**config.mk**
```make
export PLATFORM = sky130hd
export DESIGN_NAME = bf_branch_unit
export DESIGN_NICKNAME = d
export VERILOG_FILES = /design/src/rtl/bf_branch_unit.sv
export SDC_FILE = /design/constraint.sdc
export NUM_CORES = 1
export LEC_CHECK = 0
export BUFFER_PORTS_ARGS = -buffer_cell sky130_fd_sc_hd__clkbuf_2
export CORE_ASPECT_RATIO = 1.4
export CORE_MARGIN = 5
export CORE_UTILIZATION = 58
export CTS_CLUSTER_DIAMETER = 40
export DETAILED_ROUTE_END_ITERATION = 6
export PLACE_DENSITY = 0.81
export SKIP_LAST_GASP = 1
export SLEW_MARGIN = 20
export SYNTH_ARGS = -nofsm -noshare
export SYNTH_HDL_FRONTEND = slang
export SYNTH_SLANG_ARGS = --single-unit
```
**constraint.sdc**
```tcl
create_clock -name clk -period 3.57 [get_ports clk]
set_input_delay 0.1785 -clock clk [delete_from_list [all_inputs] [get_ports clk]]
set_output_delay 0.1785 -clock clk [all_outputs]
set_load 0.02 [all_outputs]
```
**src/rtl/bf_branch_unit.sv**
```systemverilog
// bf_branch_unit: resolves taken '[' / ']' branches by scanning program memory for the matching bracket.
// Optional LOOP_STACK_EN (`ifdef) adds a loop-address stack that short-circuits taken ']' branches.
module bf_branch_unit #(
  parameter int unsigned ADDR_W      = 16,
  parameter int unsigned DEPTH_W     = 8,
  parameter int unsigned STACK_DEPTH = 8
) (
  input  logic              clk,
  input  logic              rst_n,
  input  logic              ix_valid,
  input  logic              ix_branch,
  input  logic [7:0]        ix_byte,
  input  logic [ADDR_W-1:0] ix_pc,
  input  logic              cell_zero,
  output logic              fetch_req,
  output logic [ADDR_W-1:0] fetch_addr,
  input  logic [7:0]        fetch_data,
  output logic              stall,
  output logic              redirect,
  output logic [ADDR_W-1:0] redirect_pc,
  output logic              err_unmatched
);

  localparam logic [7:0]         OPEN_B    = 8'h5B;
  localparam logic [7:0]         CLOSE_B   = 8'h5D;
  localparam logic [DEPTH_W-1:0] DEPTH_MAX = {DEPTH_W{1'b1}};

  if (STACK_DEPTH < 1) begin : g_cfg_check
    $error("STACK_DEPTH must be at least 1");
  end

  typedef enum logic [2:0] {
    S_IDLE,
    S_SCAN_FWD,
    S_SCAN_BWD,
    S_REDIRECT,
    S_FAULT
  } state_e;

  state_e              state_q;
  logic [ADDR_W-1:0]   scan_addr_q;
  logic [ADDR_W-1:0]   pend_addr_q;
  logic                pend_q;
  logic                oob_q;
  logic [DEPTH_W-1:0]  depth_q;
  logic [ADDR_W-1:0]   redirect_pc_q;

  logic                in_idle;
  logic                br_ok;
  logic                ix_open;
  logic                ix_close;
  logic                trig_fwd;
  logic                trig_bwd;
  logic                scan_fwd;
  logic                scanning;
  logic                byte_inc;
  logic                byte_dec;
  logic                match;
  logic                depth_ovf;
  logic [DEPTH_W-1:0]  depth_d;
  logic [ADDR_W-1:0]   scan_addr_d;
  logic                oob_d;
  logic                stack_hit;
  logic [ADDR_W-1:0]   stack_top;

  assign in_idle  = (state_q == S_IDLE);
  assign br_ok    = in_idle & ix_valid & ix_branch;
  assign ix_open  = (ix_byte == OPEN_B);
  assign ix_close = (ix_byte == CLOSE_B);
  assign trig_fwd = br_ok & ix_open & cell_zero;
  assign trig_bwd = br_ok & ix_close & ~cell_zero;
  assign scan_fwd = (state_q == S_SCAN_FWD);
  assign scanning = scan_fwd | (state_q == S_SCAN_BWD);

  // Nesting direction flips with scan direction.
  assign byte_inc = scan_fwd ? (fetch_data == OPEN_B)  : (fetch_data == CLOSE_B);
  assign byte_dec = scan_fwd ? (fetch_data == CLOSE_B) : (fetch_data == OPEN_B);

  assign scan_addr_d = scan_fwd ? (scan_addr_q + ADDR_W'(1)) : (scan_addr_q - ADDR_W'(1));
  assign oob_d       = scan_fwd ? (&scan_addr_q) : (~|scan_addr_q);

  // Evaluate the byte fetched in the previous cycle.
  always_comb begin
    depth_d   = depth_q;
    depth_ovf = 1'b0;
    match     = 1'b0;
    if (pend_q) begin
      if (byte_inc) begin
        depth_ovf = (depth_q == DEPTH_MAX);
        depth_d   = depth_q + DEPTH_W'(1);
      end else if (byte_dec) begin
        match   = (depth_q == DEPTH_W'(1));
        depth_d = depth_q - DEPTH_W'(1);
      end
    end
  end

`ifdef LOOP_STACK_EN
  localparam int unsigned SP_W  = $clog2(STACK_DEPTH + 1);
  localparam int unsigned IDX_W = (STACK_DEPTH > 1) ? $clog2(STACK_DEPTH) : 1;

  logic [ADDR_W-1:0] stack_q [STACK_DEPTH];
  logic [SP_W-1:0]   sp_q;
  logic              stk_push;
  logic              stk_pop;
  logic              stk_full;

  assign stk_full  = (sp_q == SP_W'(STACK_DEPTH));
  assign stk_push  = br_ok & ix_open & ~cell_zero;
  assign stk_pop   = br_ok & ix_close & cell_zero & (sp_q != '0);
  assign stack_hit = trig_bwd & (sp_q != '0);
  assign stack_top = stack_q[IDX_W'(sp_q - SP_W'(1))];

  // Overflow flushes to empty; an empty stack falls back to the scan, so no loop is lost.
  always_ff @(posedge clk or negedge rst_n) begin
    if (!rst_n) begin
      sp_q <= '0;
      for (int i = 0; i < STACK_DEPTH; i++) stack_q[i] <= '0;
    end else if (stk_push) begin
      if (stk_full) begin
        stack_q[0] <= ix_pc;
        sp_q       <= SP_W'(1);
      end else begin
        stack_q[IDX_W'(sp_q)] <= ix_pc;
        sp_q                  <= sp_q + SP_W'(1);
      end
    end else if (stk_pop) begin
      sp_q <= sp_q - SP_W'(1);
    end
  end
`else
  assign stack_hit = 1'b0;
  assign stack_top = '0;
`endif

  always_ff @(posedge clk or negedge rst_n) begin
    if (!rst_n) begin
      state_q       <= S_IDLE;
      scan_addr_q   <= '0;
      pend_addr_q   <= '0;
      pend_q        <= 1'b0;
      oob_q         <= 1'b0;
      depth_q       <= '0;
      redirect_pc_q <= '0;
    end else begin
      case (state_q)
        S_IDLE: begin
          pend_q <= 1'b0;
          if (stack_hit) begin
            redirect_pc_q <= stack_top + ADDR_W'(1);
            state_q       <= S_REDIRECT;
          end else if (trig_fwd) begin
            state_q     <= S_SCAN_FWD;
            depth_q     <= DEPTH_W'(1);
            scan_addr_q <= ix_pc + ADDR_W'(1);
            oob_q       <= &ix_pc;
          end else if (trig_bwd) begin
            state_q     <= S_SCAN_BWD;
            depth_q     <= DEPTH_W'(1);
            scan_addr_q <= ix_pc - ADDR_W'(1);
            oob_q       <= ~|ix_pc;
          end
        end
        S_SCAN_FWD, S_SCAN_BWD: begin
          if (match) begin
            redirect_pc_q <= pend_addr_q + ADDR_W'(1);
            pend_q        <= 1'b0;
            state_q       <= S_REDIRECT;
          end else if (depth_ovf || oob_q) begin
            pend_q  <= 1'b0;
            state_q <= S_FAULT;
          end else begin
            depth_q     <= depth_d;
            pend_q      <= 1'b1;
            pend_addr_q <= scan_addr_q;
            scan_addr_q <= scan_addr_d;
            oob_q       <= oob_d;
          end
        end
        S_REDIRECT: state_q <= S_IDLE;
        S_FAULT:    state_q <= S_FAULT;
        default:    state_q <= S_IDLE;
      endcase
    end
  end

  assign fetch_req     = scanning & ~oob_q;
  assign fetch_addr    = fetch_req ? scan_addr_q : '0;
  assign stall         = trig_fwd | trig_bwd | ~in_idle;
  assign redirect      = (state_q == S_REDIRECT);
  assign redirect_pc   = redirect_pc_q;
  assign err_unmatched = (state_q == S_FAULT);

endmodule
```
Word level (Yosys, flattened, before mapping)
Cells that the tools add are included.
{"block": "totals", "regBits": 61, "elab_cells": 96}
{"block": "op_classes", "muxes": 36, "n_reduce_logical": 15, "n_bitwise": 15, "n_addsub": 7, "n_eq_ne": 16}
{"op": "$mux 16", "count": 6}
{"op": "$mux 8", "count": 7}
{"op": "$add 16x1->16 const B", "count": 3}
{"op": "$eq 8x7->1 const B", "count": 4}
{"op": "$pmux 16 s2", "count": 1}
{"op": "$reduce_and 16->1", "count": 2}
{"op": "$reduce_or 16->1", "count": 2}
{"op": "$sub 16x1->16 const B", "count": 2}
{"op": "$pmux 8 s2", "count": 1}
{"op": "$mux 1", "count": 14}
{"op": "$mux 3", "count": 4}
{"op": "$pmux 3 s3", "count": 1}
{"op": "$add 8x1->8 const B", "count": 1}
{"op": "$eq 8x1->1 const B", "count": 1}
{"op": "$eq 8x8->1 const B", "count": 1}
{"op": "$sub 8x1->8 const B", "count": 1}
{"op": "$and 1x1->1", "count": 7}
{"op": "$eq 3x2->1 const B", "count": 2}
{"op": "$ne 2x2->1 const B", "count": 3}
{"op": "$ne 3x3->1 const B", "count": 2}
{"op": "$reduce_and 6->1", "count": 1}
{"op": "$not 1->1", "count": 5}
{"op": "$pmux 1 s2", "count": 2}
{"op": "$reduce_and 2->1", "count": 2}
{"op": "other kinds (11)", "count": 14}

Longest topological paths before layout
Gate-level depths: netlist (run 1).
{"block": "depth", "depth_word": 8, "depth_mapped": 12}

Worst setup path after synthesis (run 1)
No wires, ideal clock.
{"block": "synth_path", "path_kind": "reg-to-reg", "startpoint": "reg state_q[2]", "endpoint": "reg scan_addr_q[12]", "stages_incl_launch_ff": 12, "slack_ns": 0.338, "required_time_ns": 3.494, "arrival_ns": 3.155, "path_cell_list": "dfrtp_1 buf_2 nor4_1 inv_1 ha_1 a211oi_1 a21boi_0 o21ai_0 o41ai_1 xnor2_1 mux2i_1 o21ai_1"}
{"block": "synth_between", "elab_chain_len": 7, "word_cells_on_any_way": 28, "cone_classes": "eq/ne (5); mux (12); bitwise (6); reduce/logical (5)"}
{"item": "start, declared", "line_no": "40", "text": "state_e state_q;"}
{"item": "start signal, assigned", "line_no": "138", "text": "state_q <= S_IDLE;"}
{"item": "start signal, assigned", "line_no": "151", "text": "state_q <= S_REDIRECT;"}
{"item": "start signal, assigned", "line_no": "153", "text": "state_q <= S_SCAN_FWD;"}
{"item": "$eq 3x1->1 or $logic_not 3->1 (tied branches)", "line_no": "72, 146, 66"}
{"item": "$mux 1, or another cell as far along", "line_no": "77", "text": "assign byte_dec = scan_fwd ? (fetch_data == CLOSE_B) : (fetch_data == OPEN_B);"}
{"item": "$mux 1, or another cell as far along", "line_no": "91", "text": "end else if (byte_dec) begin"}
{"item": "$mux 1, or another cell as far along", "line_no": "88", "text": "if (byte_inc) begin"}
{"item": "$mux 1, or another cell as far along", "line_no": "87", "text": "if (pend_q) begin"}
{"item": "$ne 2x2->1 (no source line), or another cell as far along"}
{"item": "$reduce_and 4->1 (no source line) or $pmux 16 s2 (tied branches)"}
{"item": "end signal, assigned", "line_no": "155", "text": "scan_addr_q <= ix_pc + ADDR_W'(1);"}
{"item": "end signal, assigned", "line_no": "160", "text": "scan_addr_q <= ix_pc - ADDR_W'(1);"}
{"item": "end signal, assigned", "line_no": "176", "text": "scan_addr_q <= scan_addr_d;"}
{"item": "end, declared", "line_no": "41", "text": "logic [ADDR_W-1:0] scan_addr_q;"}
Parallel ways exist; a longest one is shown, timed or not. The select of a mux whose other input is x is not followed.
A chain may end at the register's enable or synchronous reset.

Final worst setup path (run 1)
{"block": "layout_path", "startpoint": "reg state_q[1]", "endpoint": "reg scan_addr_q[15]"}
Same word-level chain as after synthesis.

==> PnR_summary.wiki, run 1 <==
{| class="wikitable"
! Metric !! Value
|-
| Number of clock sinks seen by CTS || about 60
|-
| Layout fillers || 647
|-
| Final Core Density || 68.5%
|-
| Highest attainable clock frequency || 299 MHz
|-
| Initial antenna violation count || 0
|-
| Gr ovfl total || 0
|-
| Element type at the critical path start || flop
|-
| GRT Resource Usage Total || 25.3%
|-
| End point of the worst hold path || scan_addr_q[0]
|-
| Setup_tns || 0 ps
|-
| Number of buffers created by CTS || 9
|-
| Crit-path cells || nor4_1 -> inv_1 -> buf_4 -> ha_1 -> a21oi_1 -> a21oi_1 -> a31oi_1 -> a31oi_1 -> a31oi_1 -> xnor2_1 -> a211o_1
|-
| Row count || 39
|-
| Type of element capturing the critical path || flop
|-
| Post-detail-place hpwl || 9430 um
|-
| Largest clock skew in the final design || 5.18 ps
|-
| Power density relative to cell area || 715 mW/mm^2
|-
| Nets@finish || 722
|-
| Maximum clock insertion buffer count || 2
|-
| Worst Path Buf+Inv || 2
|-
| Top post-synthesis cells by area || sky130_fd_sc_hd__dfrtp_1 32%, sky130_fd_sc_hd__nand2_1 8.9%, sky130_fd_sc_hd__ha_1 8.8%, sky130_fd_sc_hd__o21ai_0 4.7%, sky130_fd_sc_hd__xnor2_1 4.1%
|-
| Post-route clock period utilization || slightly above 90%
|-
| Hold violation total from the final report || 0
|-
| Average wire per cell in the routed design || 16.4 um
|-
| Per-instance average area after synthesis || 8.24 um^2
|-
| Iteration-0 DRC Markers || 347
|-
| Stage delay of the slowest cell on the critical path || 500 ps
|-
| Number of setup buffers added after CTS || 0
|-
| Netlist area before placement || around 0.0047 mm^2
|-
| Biggest fanout along the worst timing path || 11
|-
| Path type of the worst setup path || flop to flop
|-
| Maximum resistive drop on vdd || 325 uV
|-
| Critical-path top delay cell || sky130_fd_sc_hd__dfrtp_1
|-
| Clock transition at the register clock pins on the worst setup and hold paths after CTS || 60 ps
|-
| Relative slew margins || 51.6%
|-
| Antenna fix cells || 0
|-
| Std-Cell Core Area || 0.00805 mm^2
|-
| Post-synth top area cell || sky130_fd_sc_hd__dfrtp_1
|-
| Static Leak || between 2 and 3 nW
|-
| Syn Inst Count || 571
|-
| Drt pass-1 iters || 5
|-
| I/O pin count || 73
|-
| Placer's final routability congestion estimate || 0.917
|-
| Number of levels in the clock H-tree || 3
|-
| Share of cells above drive strength 1 || 17.1%
|-
| Drt drc || 0
|-
| Total via count after detailed routing || 4566
|-
| Number of maximum-capacitance violations || 0
|-
| Actual transition at the worst max-transition pin || roughly 730 ps
|-
| Syn nets || 643
|-
| Top flip-flop cell by instance count after synthesis || sky130_fd_sc_hd__dfrtp_1
|-
| Via count of the first global-routing pass || 4379
|-
| Post-synthesis async set-or-reset flop share || 100%
|-
| Total of buffers placed on input and output ports || 72
|-
| Routed via count divided by cell count || approximately 6
|-
| Die extent in y || 117 um
|-
| Full die area || 0.0100 mm^2
|-
| Worst min-delay path category || input port to flop
|-
| Worst R2R End || scan_addr_q[15]
|-
| Pin count of the biggest net entering global routing || 39
|-
| First-pass GRT wire length || 20600 um
|-
| Post-synthesis to final-layout area growth || 17.3%
|-
| Buffer type at the clock tree root || sky130_fd_sc_hd__clkbuf_16
|-
| Starting density of the core || 58.4%
|-
| Number of synthesized register bits || 61
|-
| Die W || 86.1 um
|-
| Minimum period implied by the final worst setup slack || 3340 ps
|-
| Critical register-to-register path startpoint || state_q[1]
|-
| Most common cell after layout, fill and taps aside || sky130_fd_sc_hd__nand2_1
|-
| Number of synthesized flops with an enable pin || 0
|-
| Critical hold path startpoint || ix_pc[0]
|-
| Drt total wl || 12400 um
|-
| Clock tree from TritonCTS || built
|-
| Total setup violations reported at the end of the flow || 0
|-
| Area share of the largest cell type after synthesis || 32.5%
|-
| Worst hold slack after final layout || 171 ps
|-
| Remaining antenna violation count after routing || 0
|-
| Yosys Warn Count || 0
|-
| Worst-Skew Late Latency || 330 ps
|-
| Commonest cells after routing, fill and taps aside || 111 x sky130_fd_sc_hd__nand2_1, 72 x sky130_fd_sc_hd__clkbuf_2, 61 x sky130_fd_sc_hd__dfrtp_1
|-
| Unique cell type count in the Yosys netlist || 58
|-
| CP required || 3780 ps
|-
| Cell depth of the worst min-delay path || 2
|-
| Sequential area share after synthesis || 32.5%
|-
| Max-slew violation count || 0
|-
| Worst R2R Path Depth || 11
|-
| Family of cells with the greatest summed delay on the critical path || compound AO/OA/AOI/OAI gates
|-
| Unrepaired setup endpoints after global routing || false
|-
| Setup slack of the worst register-to-register path || 230 ps
|-
| Most repeated library cell on the critical path || sky130_fd_sc_hd__a31oi_1
|-
| CP Data Arrival Time || 3550 ps
|-
| Status || complete, no violations
|}
==> worst register-to-register path: stages (launching register included) <==
cell and delay, ps:
sky130_fd_sc_hd__dfrtp_1 500, sky130_fd_sc_hd__nor4_1 420, sky130_fd_sc_hd__inv_1 240, sky130_fd_sc_hd__buf_4 240
sky130_fd_sc_hd__ha_1 350, sky130_fd_sc_hd__a21oi_1 250, sky130_fd_sc_hd__a21oi_1 110, sky130_fd_sc_hd__a31oi_1 270
sky130_fd_sc_hd__a31oi_1 180, sky130_fd_sc_hd__a31oi_1 260, sky130_fd_sc_hd__xnor2_1 100, sky130_fd_sc_hd__a211o_1 300
==> area by class of cell <==
| cell class | instances | area [um^2] | share of cell area, % |
|---|---|---|---|
| multi-input combinational | 479 | 3020 | 54.8 |
| sequential | 61 | 1530 | 27.7 |
| timing repair buffer | 88 | 495 | 8.98 |
| clock buffer | 10 | 239 | 4.33 |
| tap | 102 | 128 | 2.31 |
| clock inverter | 6 | 62.6 | 1.13 |
| inverter | 11 | 41.3 | 0.749 |
==> cells by family (layout without fill, tap and decap cells) <==
| kind of cell | after synthesis | count (layout) | synth area share, % |
|---|---|---|---|
| and+or+nand+nor | 239 | 239 | 24.4 |
| AOI/OAI and AO/OA | 152 | 152 | 19.9 |
| DFF | 61 | 61 | 32.5 |
| xor gates and xnor gates | 43 | 43 | 8.01 |
| adders and majority gates | 35 | 35 | 9.63 |
| buffers and inverters | 31 | 115 | 3.27 |
| muxes | 10 | 10 | 2.31 |
==> worst max-delay path by stage <==
stage          startpoint              end  slack (ps)  cells past startpoint
2_1_floorplan  state_q[2]  scan_addr_q[12]         340                     11
3_3_place_gp   ix_byte[7]  scan_addr_q[15]         380                     14
3_5_place_dp   ix_byte[5]  scan_addr_q[12]         240                     14
4_1_cts        state_q[2]  scan_addr_q[12]         280                     11
5_1_grt        state_q[2]  scan_addr_q[15]           3                     11
6_report       state_q[1]  scan_addr_q[15]         230                     11
==> synthesized netlist by cell type, types with 4 or more instances <==
cell type,instances
sky130_fd_sc_hd__xor2_1,21
sky130_fd_sc_hd__a21o_1,9
sky130_fd_sc_hd__a31oi_1,5
sky130_fd_sc_hd__ha_1,33
sky130_fd_sc_hd__nand2_1,111
sky130_fd_sc_hd__or3_1,4
sky130_fd_sc_hd__clkbuf_1,8
sky130_fd_sc_hd__nor2_1,31
sky130_fd_sc_hd__nand4_1,15
sky130_fd_sc_hd__nor3_1,14
sky130_fd_sc_hd__xnor2_1,22
sky130_fd_sc_hd__nor4_1,12
sky130_fd_sc_hd__inv_1,11
sky130_fd_sc_hd__o31ai_1,6
sky130_fd_sc_hd__o211ai_1,11
sky130_fd_sc_hd__o21a_1,5
sky130_fd_sc_hd__nand3_1,14
sky130_fd_sc_hd__o21ai_0,44
sky130_fd_sc_hd__o21ai_1,14
sky130_fd_sc_hd__mux2i_1,6
sky130_fd_sc_hd__a211oi_1,5
sky130_fd_sc_hd__dfrtp_1,61
sky130_fd_sc_hd__buf_2,6
sky130_fd_sc_hd__and2_1,17
sky130_fd_sc_hd__a21oi_1,34
==> metal layers <==
metal  global-route usage (%)  vias up  part of all wire, %
met3                     3.88       18                  5.9
met4                     9.40        0                  1.8
met1                     30.3     2144                   39
met2                     45.6      187                   53
li1                         -     2217                    -
met5                        0        -                    0
==> timing repair <==
item,in CTS,in global routing
endpoints found under the setup margin,0,1
hold buffers,0,1
resized for setup,0,1
endpoints found under the hold margin,0,8
==> flip-flops by register name (all words and copies together), names as in the netlist <==
name / count
depth_q: 8
pend_addr_q: 16
pend_q: 1
scan_addr_q: 16
oob_q: 1
redirect_pc: 16
state_q: 3
==> power breakdown <==
group	internal [mW]	leakage [nW]	switching (mW)	total (mW)
Combinational	0.769	1.56	1.09	1.86
Clock	0.556	0.140	0.319	0.875
Sequential	0.894	0.811	0.321	1.21
Total	2.22	2.51	1.73	3.95
==> metrics by stage <==
step / cell area [um^2] / setup slack [ps] / power, mW / cells
2_1_floorplan: 4700 / 338 / 2.55 / 571
3_3_place_gp: 5180 / 379 / 2.95 / 739
3_5_place_dp: 5180 / 242 / 3.02 / 739
4_1_cts: 5490 / 283 / 3.92 / 755
5_1_grt: 5520 / 3.09 / 4.23 / 757
6_report: 5520 / 231 / 3.95 / 757
(Power assumes the default switching activity.)
==> inputs of run 2 (changes only) <==
--- a/config.mk
+++ b/config.mk
@@ -8,10 +8,10 @@
 export BUFFER_PORTS_ARGS = -buffer_cell sky130_fd_sc_hd__clkbuf_2
 export CORE_ASPECT_RATIO = 1.4
 export CORE_MARGIN = 5
-export CORE_UTILIZATION = 58
+export CORE_UTILIZATION = 56
 export CTS_CLUSTER_DIAMETER = 40
 export DETAILED_ROUTE_END_ITERATION = 6
-export PLACE_DENSITY = 0.81
+export PLACE_DENSITY = 0.79
 export SKIP_LAST_GASP = 1
 export SLEW_MARGIN = 20
 export SYNTH_ARGS = -nofsm -noshare
==> PnR_summary.wiki, run 2 (synthesis results as in run 1) <==
{| class="wikitable"
! Metric !! Value
|-
| Clk pwr share || 24.0% (was 22.2%)
|-
| Clock tree from TritonCTS || built (unchanged)
|-
| Net switching power of the design || 1.70 mW (was 1.73 mW)
|-
| Pre-CTS setup slack || 238 ps (was 242 ps)
|-
| Remaining antenna violation count after routing || 0 (unchanged)
|-
| CP required || 3790 ps (was 3780 ps)
|-
| Post-synthesis to final-layout area growth || 17.4% (was 17.3%)
|-
| Routing usage on met3 || 4.04% (was 3.88%)
|-
| Final WS setup || 319 ps (was 231 ps)
|-
| Drt pass-1 iters || 4 (was 5)
|-
| GR Layer Usage met2 || 40.4% (was 45.6%)
|-
| Iteration-0 DRC Markers || 304 (was 347)
|-
| Routed via count divided by cell count || 5.87 (was 6.03)
|-
| Worst min-delay path category || input port to flop (unchanged)
|-
| Power density relative to cell area || 719 mW/mm^2 (was 715 mW/mm^2)
|-
| Actual transition at the worst max-transition pin || 825 ps (was 726 ps)
|-
| Worst R2R End || scan_addr_q[15] (unchanged)
|-
| Share of cells above drive strength 1 || 16.9% (was 17.1%)
|-
| Hold violation total from the final report || 0 (unchanged)
|-
| Internal power consumption || 2.27 mW (was 2.22 mW)
|-
| Total of buffers placed on input and output ports || 72 (unchanged)
|-
| Largest clock skew in the final design || 7.28 ps (was 5.18 ps)
|-
| Setup slack of the worst register-to-register path || 320 ps (was 230 ps)
|-
| Critical hold path startpoint || ix_pc[0] (unchanged)
|-
| Buffer type at the clock tree root || sky130_fd_sc_hd__clkbuf_16 (unchanged)
|-
| Die W || 87.5 um (was 86.1 um)
|-
| Unrepaired setup endpoints after global routing || false (unchanged)
|-
| Most common cell after layout, fill and taps aside || sky130_fd_sc_hd__nand2_1 (unchanged)
|-
| Path type of the worst setup path || flop to flop (unchanged)
|-
| Total via count after detailed routing || 4428 (was 4566)
|-
| Critical register-to-register path startpoint || state_q[2] (was state_q[1])
|-
| Nets@finish || 719 (was 722)
|-
| Post-route clock period utilization || 91.1% (was 93.5%)
|-
| Cell depth of the worst min-delay path || 2 (unchanged)
|-
| PnR Total Power || 3.97 mW (was 3.95 mW)
|-
| Via count of the first global-routing pass || 4363 (was 4379)
|-
| Element type at the critical path start || flop (unchanged)
|-
| Std-Cell Core Area || 0.00820 mm^2 (was 0.00805 mm^2)
|-
| Relative slew margins || 44.8% (was 51.6%)
|-
| Antenna fix cells || 0 (unchanged)
|-
| Maximum clock insertion buffer count || 2 (unchanged)
|-
| Number of maximum-capacitance violations || 0 (unchanged)
|-
| Minimum period implied by the final worst setup slack || 3250 ps (was 3340 ps)
|-
| End point of the worst hold path || scan_addr_q[0] (unchanged)
|-
| Total placed cells including tap cells || 737 (was 739)
|-
| Max-slew violation count || 0 (unchanged)
|-
| Finished layout cell area || 0.00552 mm^2 (about the same)
|-
| First-pass GRT wire length || 19900 um (was 20600 um)
|-
| Worst R2R Path Depth || 11 (unchanged)
|-
| Switching share of power || 42.8% (was 43.8%)
|-
| Initial antenna violation count || 0 (unchanged)
|-
| Total setup violations reported at the end of the flow || 0 (unchanged)
|-
| Most heavily used metal layer in global routing || met2 (unchanged)
|-
| Row count || 39 (unchanged)
|-
| Combinational Power Share || 45.7% (was 47.0%)
|-
| Highest attainable clock frequency || 308 MHz (was 299 MHz)
|-
| Commonest cells after routing, fill and taps aside || 111 x sky130_fd_sc_hd__nand2_1, 72 x sky130_fd_sc_hd__clkbuf_2, 61 x sky130_fd_sc_hd__dfrtp_1 (unchanged)
|-
| GRT Resource Usage Total || 23.5% (was 25.3%)
|-
| Maximum resistive drop on vdd || 334 uV (was 325 uV)
|-
| Gr ovfl total || 0 (unchanged)
|-
| Worst-Skew Late Latency || 330 ps (about the same)
|-
| Drt total wl || 11900 um (was 12400 um)
|-
| GRT met1 Usage || 29.2% (was 30.3%)
|-
| Total placed instance area || 0.00518 mm^2 (about the same)
|-
| Number of levels in the clock H-tree || 3 (unchanged)
|-
| Drt drc || 0 (unchanged)
|-
| Die extent in y || 118 um (was 117 um)
|-
| Starting density of the core || 57.4% (was 58.4%)
|-
| Reg power frac || 30.3% (was 30.8%)
|-
| I/O pin count || 73 (unchanged)
|-
| Final Core Density || 67.4% (was 68.5%)
|-
| Status || complete, no violations (unchanged)
|-
| Full die area || 0.0104 mm^2 (was 0.0100 mm^2)
|-
| CP Data Arrival Time || 3470 ps (was 3550 ps)
|-
| Clock transition at the register clock pins on the worst setup and hold paths after CTS || 60 ps (about the same)
|-
| Static Leak || 2.52 nW (was 2.51 nW)
|-
| Pin count of the biggest net entering global routing || 44 (was 39)
|-
| Final cell count without fillers || 754 (was 757)
|-
| Number of buffers created by CTS || 9 (unchanged)
|-
| Placer's final routability congestion estimate || 0.912 (was 0.917)
|-
| Setup_tns || 0 ps (unchanged)
|-
| Post-detail-place hpwl || 9080 um (was 9430 um)
|-
| Type of element capturing the critical path || flop (unchanged)
|-
| Average wire per cell in the routed design || 15.7 um (was 16.4 um)
|-
| Number of clock sinks seen by CTS || 61 (unchanged)
|-
| Biggest fanout along the worst timing path || 11 (unchanged)
|-
| Worst hold slack after final layout || 158 ps (was 171 ps)
|}
run 2: power by group through the flow:
stage                     sequential [mW]  clock, mW  combinational (mW)
after floorplan                      1.08          0                1.47
after global placement               1.20          0                1.75
after detailed placement             1.21          0                1.79
after CTS                            1.20      0.958                1.81
after global routing                 1.24      0.997                2.03
final                                1.20      0.953                1.81
run 2: worst max-delay path: stages (launching register included):
cell                       delay, ps
sky130_fd_sc_hd__dfrtp_1         490
sky130_fd_sc_hd__nor4_2          380
sky130_fd_sc_hd__inv_1           220
sky130_fd_sc_hd__buf_4           230
sky130_fd_sc_hd__ha_1            230
sky130_fd_sc_hd__a211oi_1        250
sky130_fd_sc_hd__o21ai_0         230
sky130_fd_sc_hd__a31oi_1         260
sky130_fd_sc_hd__a31oi_1         160
sky130_fd_sc_hd__a31oi_1         270
sky130_fd_sc_hd__xnor2_1         100
sky130_fd_sc_hd__a211o_1         290
run 2: layout make-up:
class,count,area [um^2]
Clock buffer,9,225
Clock inverter,7,98.8
Fill cell,700,2680
Inverter,11,41.3
Multi-Input combinational cell,479,3030
Sequential cell,61,1530
Tap cell,102,128
Timing Repair Buffer,85,473
run 2: how the worst max path moves through the flow:
stage / start / end / slack [ps] / cells past startpoint
2_1_floorplan: state_q[2] / scan_addr_q[12] / 340 / 11
3_3_place_gp: ix_byte[7] / scan_addr_q[15] / 400 / 14
3_5_place_dp: ix_byte[7] / scan_addr_q[15] / 240 / 14
4_1_cts: state_q[2] / scan_addr_q[15] / 270 / 11
5_1_grt: state_q[2] / scan_addr_q[13] / 70 / 11
6_report: state_q[2] / scan_addr_q[15] / 320 / 11
run 2: layer usage:
layer | vias to the layer above | routed length (um)
met2 | 126 | 6100
met5 | - | 0
met3 | 17 | 584
li1 | 2215 | -
met4 | 0 | 194
met1 | 2070 | 4990
run 2: repair_timing:
| item | in CTS | in global routing |
|---|---|---|
| hold buffers | 1 | 0 |
| endpoints found under the hold margin | 18 | 0 |
| setup endpoints to repair | 0 | 1 |
| resized for setup | 0 | 1 |
| buffers inserted | 0 | 0 |
==> inputs of run 3 (changes only) <==
--- a/config.mk
+++ b/config.mk
@@ -6,12 +6,14 @@
 export NUM_CORES = 1
 export LEC_CHECK = 0
 export BUFFER_PORTS_ARGS = -buffer_cell sky130_fd_sc_hd__clkbuf_2
+export CELL_PAD_IN_SITES_DETAIL_PLACEMENT = 0
+export CELL_PAD_IN_SITES_GLOBAL_PLACEMENT = 1
 export CORE_ASPECT_RATIO = 1.4
 export CORE_MARGIN = 5
-export CORE_UTILIZATION = 56
+export CORE_UTILIZATION = 43
 export CTS_CLUSTER_DIAMETER = 40
 export DETAILED_ROUTE_END_ITERATION = 6
-export PLACE_DENSITY = 0.79
+export PLACE_DENSITY = 0.81
 export SKIP_LAST_GASP = 1
 export SLEW_MARGIN = 20
 export SYNTH_ARGS = -nofsm -noshare
==> PnR_summary.wiki, run 3 (synthesis results as in run 1) <==
{| class="wikitable"
! Metric !! Value
|-
| Status || complete, but fails checks (was complete, no violations)
|-
| Violated checks || hold timing
|-
| Total via count after detailed routing || 4341 (was 4428)
|-
| Relative slew margins || 43.3% (was 44.8%)
|-
| Iteration-0 DRC Markers || 262 (was 304)
|-
| Hold violation total from the final report || 35 (was 0)
|-
| Layout fillers || 1066 (was 700)
|-
| Unrepaired setup endpoints after global routing || false (unchanged)
|-
| Std-Cell Core Area || 0.0108 mm^2 (was 0.00820 mm^2)
|-
| Pin count of the biggest net entering global routing || 38 (was 44)
|-
| Placer's final routability congestion estimate || 0.906 (was 0.912)
|-
| First-pass GRT wire length || 20600 um (was 19900 um)
|-
| Full die area || 0.0132 mm^2 (was 0.0104 mm^2)
|-
| Type of element capturing the critical path || flop (unchanged)
|-
| Worst R2R Path Depth || 12 (was 11)
|-
| Number of levels in the clock H-tree || 3 (unchanged)
|-
| Largest clock skew in the final design || 6.01 ps (was 7.28 ps)
|-
| Clock tree from TritonCTS || built (unchanged)
|-
| Starting density of the core || 43.5% (was 57.4%)
|-
| Element type at the critical path start || flop (unchanged)
|-
| Number of buffers created by CTS || 9 (unchanged)
|-
| Drt total wl || 12200 um (was 11900 um)
|-
| Commonest cells after routing, fill and taps aside || 111 x sky130_fd_sc_hd__nand2_1, 71 x sky130_fd_sc_hd__clkbuf_2, 61 x sky130_fd_sc_hd__dfrtp_1 (was 111 x sky130_fd_sc_hd__nand2_1, 72 x sky130_fd_sc_hd__clkbuf_2, 61 x sky130_fd_sc_hd__dfrtp_1)
|-
| Average wire per cell in the routed design || 15.3 um (was 15.7 um)
|-
| Drt pass-1 iters || 4 (unchanged)
|-
| CP Data Arrival Time || 3440 ps (was 3470 ps)
|-
| Worst R2R End || scan_addr_q[15] (unchanged)
|-
| Critical-path top delay cell || sky130_fd_sc_hd__dfrtp_1 (unchanged)
|-
| Total placed cells including tap cells || 781 (was 737)
|-
| Power density relative to cell area || 697 mW/mm^2 (was 719 mW/mm^2)
|-
| Post-route clock period utilization || 90.2% (was 91.1%)
|-
| Antenna fix cells || 0 (unchanged)
|-
| Drt drc || 0 (unchanged)
|-
| Number of clock sinks seen by CTS || 61 (unchanged)
|-
| Setup_tns || 0 ps (unchanged)
|-
| Internal power consumption || 2.22 mW (was 2.27 mW)
|-
| Die extent in y || 134 um (was 118 um)
|-
| Row count || 45 (was 39)
|-
| I/O pin count || 73 (unchanged)
|-
| Actual transition at the worst max-transition pin || 850 ps (was 825 ps)
|-
| Post-synthesis to final-layout area growth || 18.5% (was 17.4%)
|-
| Path type of the worst setup path || flop to flop (unchanged)
|-
| Worst-Skew Late Latency || 330 ps (about the same)
|-
| Total setup violations reported at the end of the flow || 0 (unchanged)
|-
| Minimum period implied by the final worst setup slack || 3220 ps (was 3250 ps)
|-
| Static Leak || 2.53 nW (was 2.52 nW)
|-
| Crit-path cells || nor4_1 -> buf_4 -> clkinvlp_4 -> buf_4 -> buf_4 -> ha_1 -> or3_1 -> o21ai_0 -> a31oi_1 -> a31oi_1 -> xnor2_1 -> a211o_1 (was nor4_2 -> inv_1 -> buf_4 -> ha_1 -> a211oi_1 -> o21ai_0 -> a31oi_1 -> a31oi_1 -> a31oi_1 -> xnor2_1 -> a211o_1)
|-
| Gr ovfl total || 0 (unchanged)
|-
| Post-detail-place hpwl || 9570 um (was 9080 um)
|-
| Net switching power of the design || 1.66 mW (was 1.70 mW)
|-
| Final cell count without fillers || 799 (was 754)
|-
| Clk pwr share || 21.6% (was 24.0%)
|-
| Total placed instance area || 0.00526 mm^2 (was 0.00518 mm^2)
|-
| Switching share of power || 42.7% (was 42.8%)
|-
| Biggest fanout along the worst timing path || 9 (was 11)
|-
| Highest attainable clock frequency || 310 MHz (was 308 MHz)
|-
| Routed via count divided by cell count || 5.43 (was 5.87)
|-
| Combinational Power Share || 47.5% (was 45.7%)
|-
| Nets@finish || 727 (was 719)
|-
| Share of cells above drive strength 1 || 17.5% (was 16.9%)
|-
| Total of buffers placed on input and output ports || 72 (unchanged)
|-
| Worst min-delay path category || input port to async pin (was input port to flop)
|-
| Die W || 98.4 um (was 87.5 um)
|-
| Remaining antenna violation count after routing || 0 (unchanged)
|-
| Finished layout cell area || 0.00557 mm^2 (was 0.00552 mm^2)
|-
| Reg power frac || 30.9% (was 30.3%)
|-
| Most repeated library cell on the critical path || sky130_fd_sc_hd__buf_4 (was sky130_fd_sc_hd__a31oi_1)
|-
| Maximum clock insertion buffer count || 2 (unchanged)
|-
| Critical register-to-register path startpoint || state_q[1] (was state_q[2])
|-
| Max-slew violation count || 0 (unchanged)
|-
| Buffer type at the clock tree root || sky130_fd_sc_hd__clkbuf_16 (unchanged)
|-
| Setup slack of the worst register-to-register path || 350 ps (was 320 ps)
|-
| CP required || 3780 ps (was 3790 ps)
|-
| GRT Resource Usage Total || 19.2% (was 23.5%)
|-
| Stage delay of the slowest cell on the critical path || 490 ps (about the same)
|-
| Initial antenna violation count || 0 (unchanged)
|-
| Clock transition at the register clock pins on the worst setup and hold paths after CTS || 50 ps (was 60 ps)
|-
| Number of maximum-capacitance violations || 0 (unchanged)
|-
| Via count of the first global-routing pass || 4228 (was 4363)
|-
| Maximum resistive drop on vdd || 286 uV (was 334 uV)
|-
| Most common cell after layout, fill and taps aside || sky130_fd_sc_hd__nand2_1 (unchanged)
|-
| Worst hold slack after final layout || -38.3 ps (was 158 ps)
|}
[run 3: worst max path at each step]
stage                           end  cells after the start  slack (ps)  startpoint
finish              scan_addr_q[15]                     12         350  state_q[1]
global route        scan_addr_q[13]                     10          40  state_q[0]
CTS                 scan_addr_q[12]                     12         200  state_q[1]
detailed placement  scan_addr_q[12]                     15         150  ix_byte[7]
global placement    scan_addr_q[15]                     14         190  ix_byte[7]
floorplan           scan_addr_q[12]                     11         340  state_q[2]
[run 3: layout make-up]
cell class                      count  area, um^2  area share [%]
Sequential cell                    61        1530            27.4
Clock inverter                      2        35.0           0.629
Inverter                           11        45.0           0.808
Timing Repair Buffer               93         518            9.30
Clock buffer                       12         246            4.42
Multi-Input combinational cell    479        3020            54.3
Tap cell                          141         176            3.17
[run 3: layer usage]
metal	GRT usage [%]	wire, um
met1	24.2	5490
met2	32.7	5900
met3	3.14	581
met4	7.06	264
met5	0	0
[run 3: repair_timing]
item / in CTS / in global routing
setup endpoints to repair: 0 / 3
hold buffers: 0 / 0
gates resized for setup: 0 / 2
buffers inserted: 0 / 4
hold endpoints to repair: 0 / 0
[run 3: power groups by stage]
stage | logic [mW] | clock network [mW] | registers (mW)
floorplan | 1.47 | 0 | 1.08
global placement | 1.81 | 0 | 1.20
detailed placement | 1.84 | 0 | 1.21
CTS | 1.85 | 0.863 | 1.20
global route | 2.07 | 0.886 | 1.24
finish | 1.84 | 0.839 | 1.20
[run 3: worst max-delay path, delay by kind of cell (launching register included)]
family	cells	cell delay [ps]
adder cells (fa/ha/maj)	1	330
AND/OR/NAND/NOR	2	750
XOR/XNOR	1	90
buffers and inverters	4	760
flip-flops	1	490
AO/OA/AOI/OAI	4	680
[run 3: stage by stage]
step	power [mW]	hold WS [ps]	util, %	setup slack, ps
after CTS	3.91	22.2	51.2	202
after global routing	4.20	46.9	51.5	41.4
final	3.88	-38.3	51.5	348
after detailed placement	3.05	378	48.6	145
after floorplan	2.55	-117	-	338
after global placement	3.01	363	48.6	195
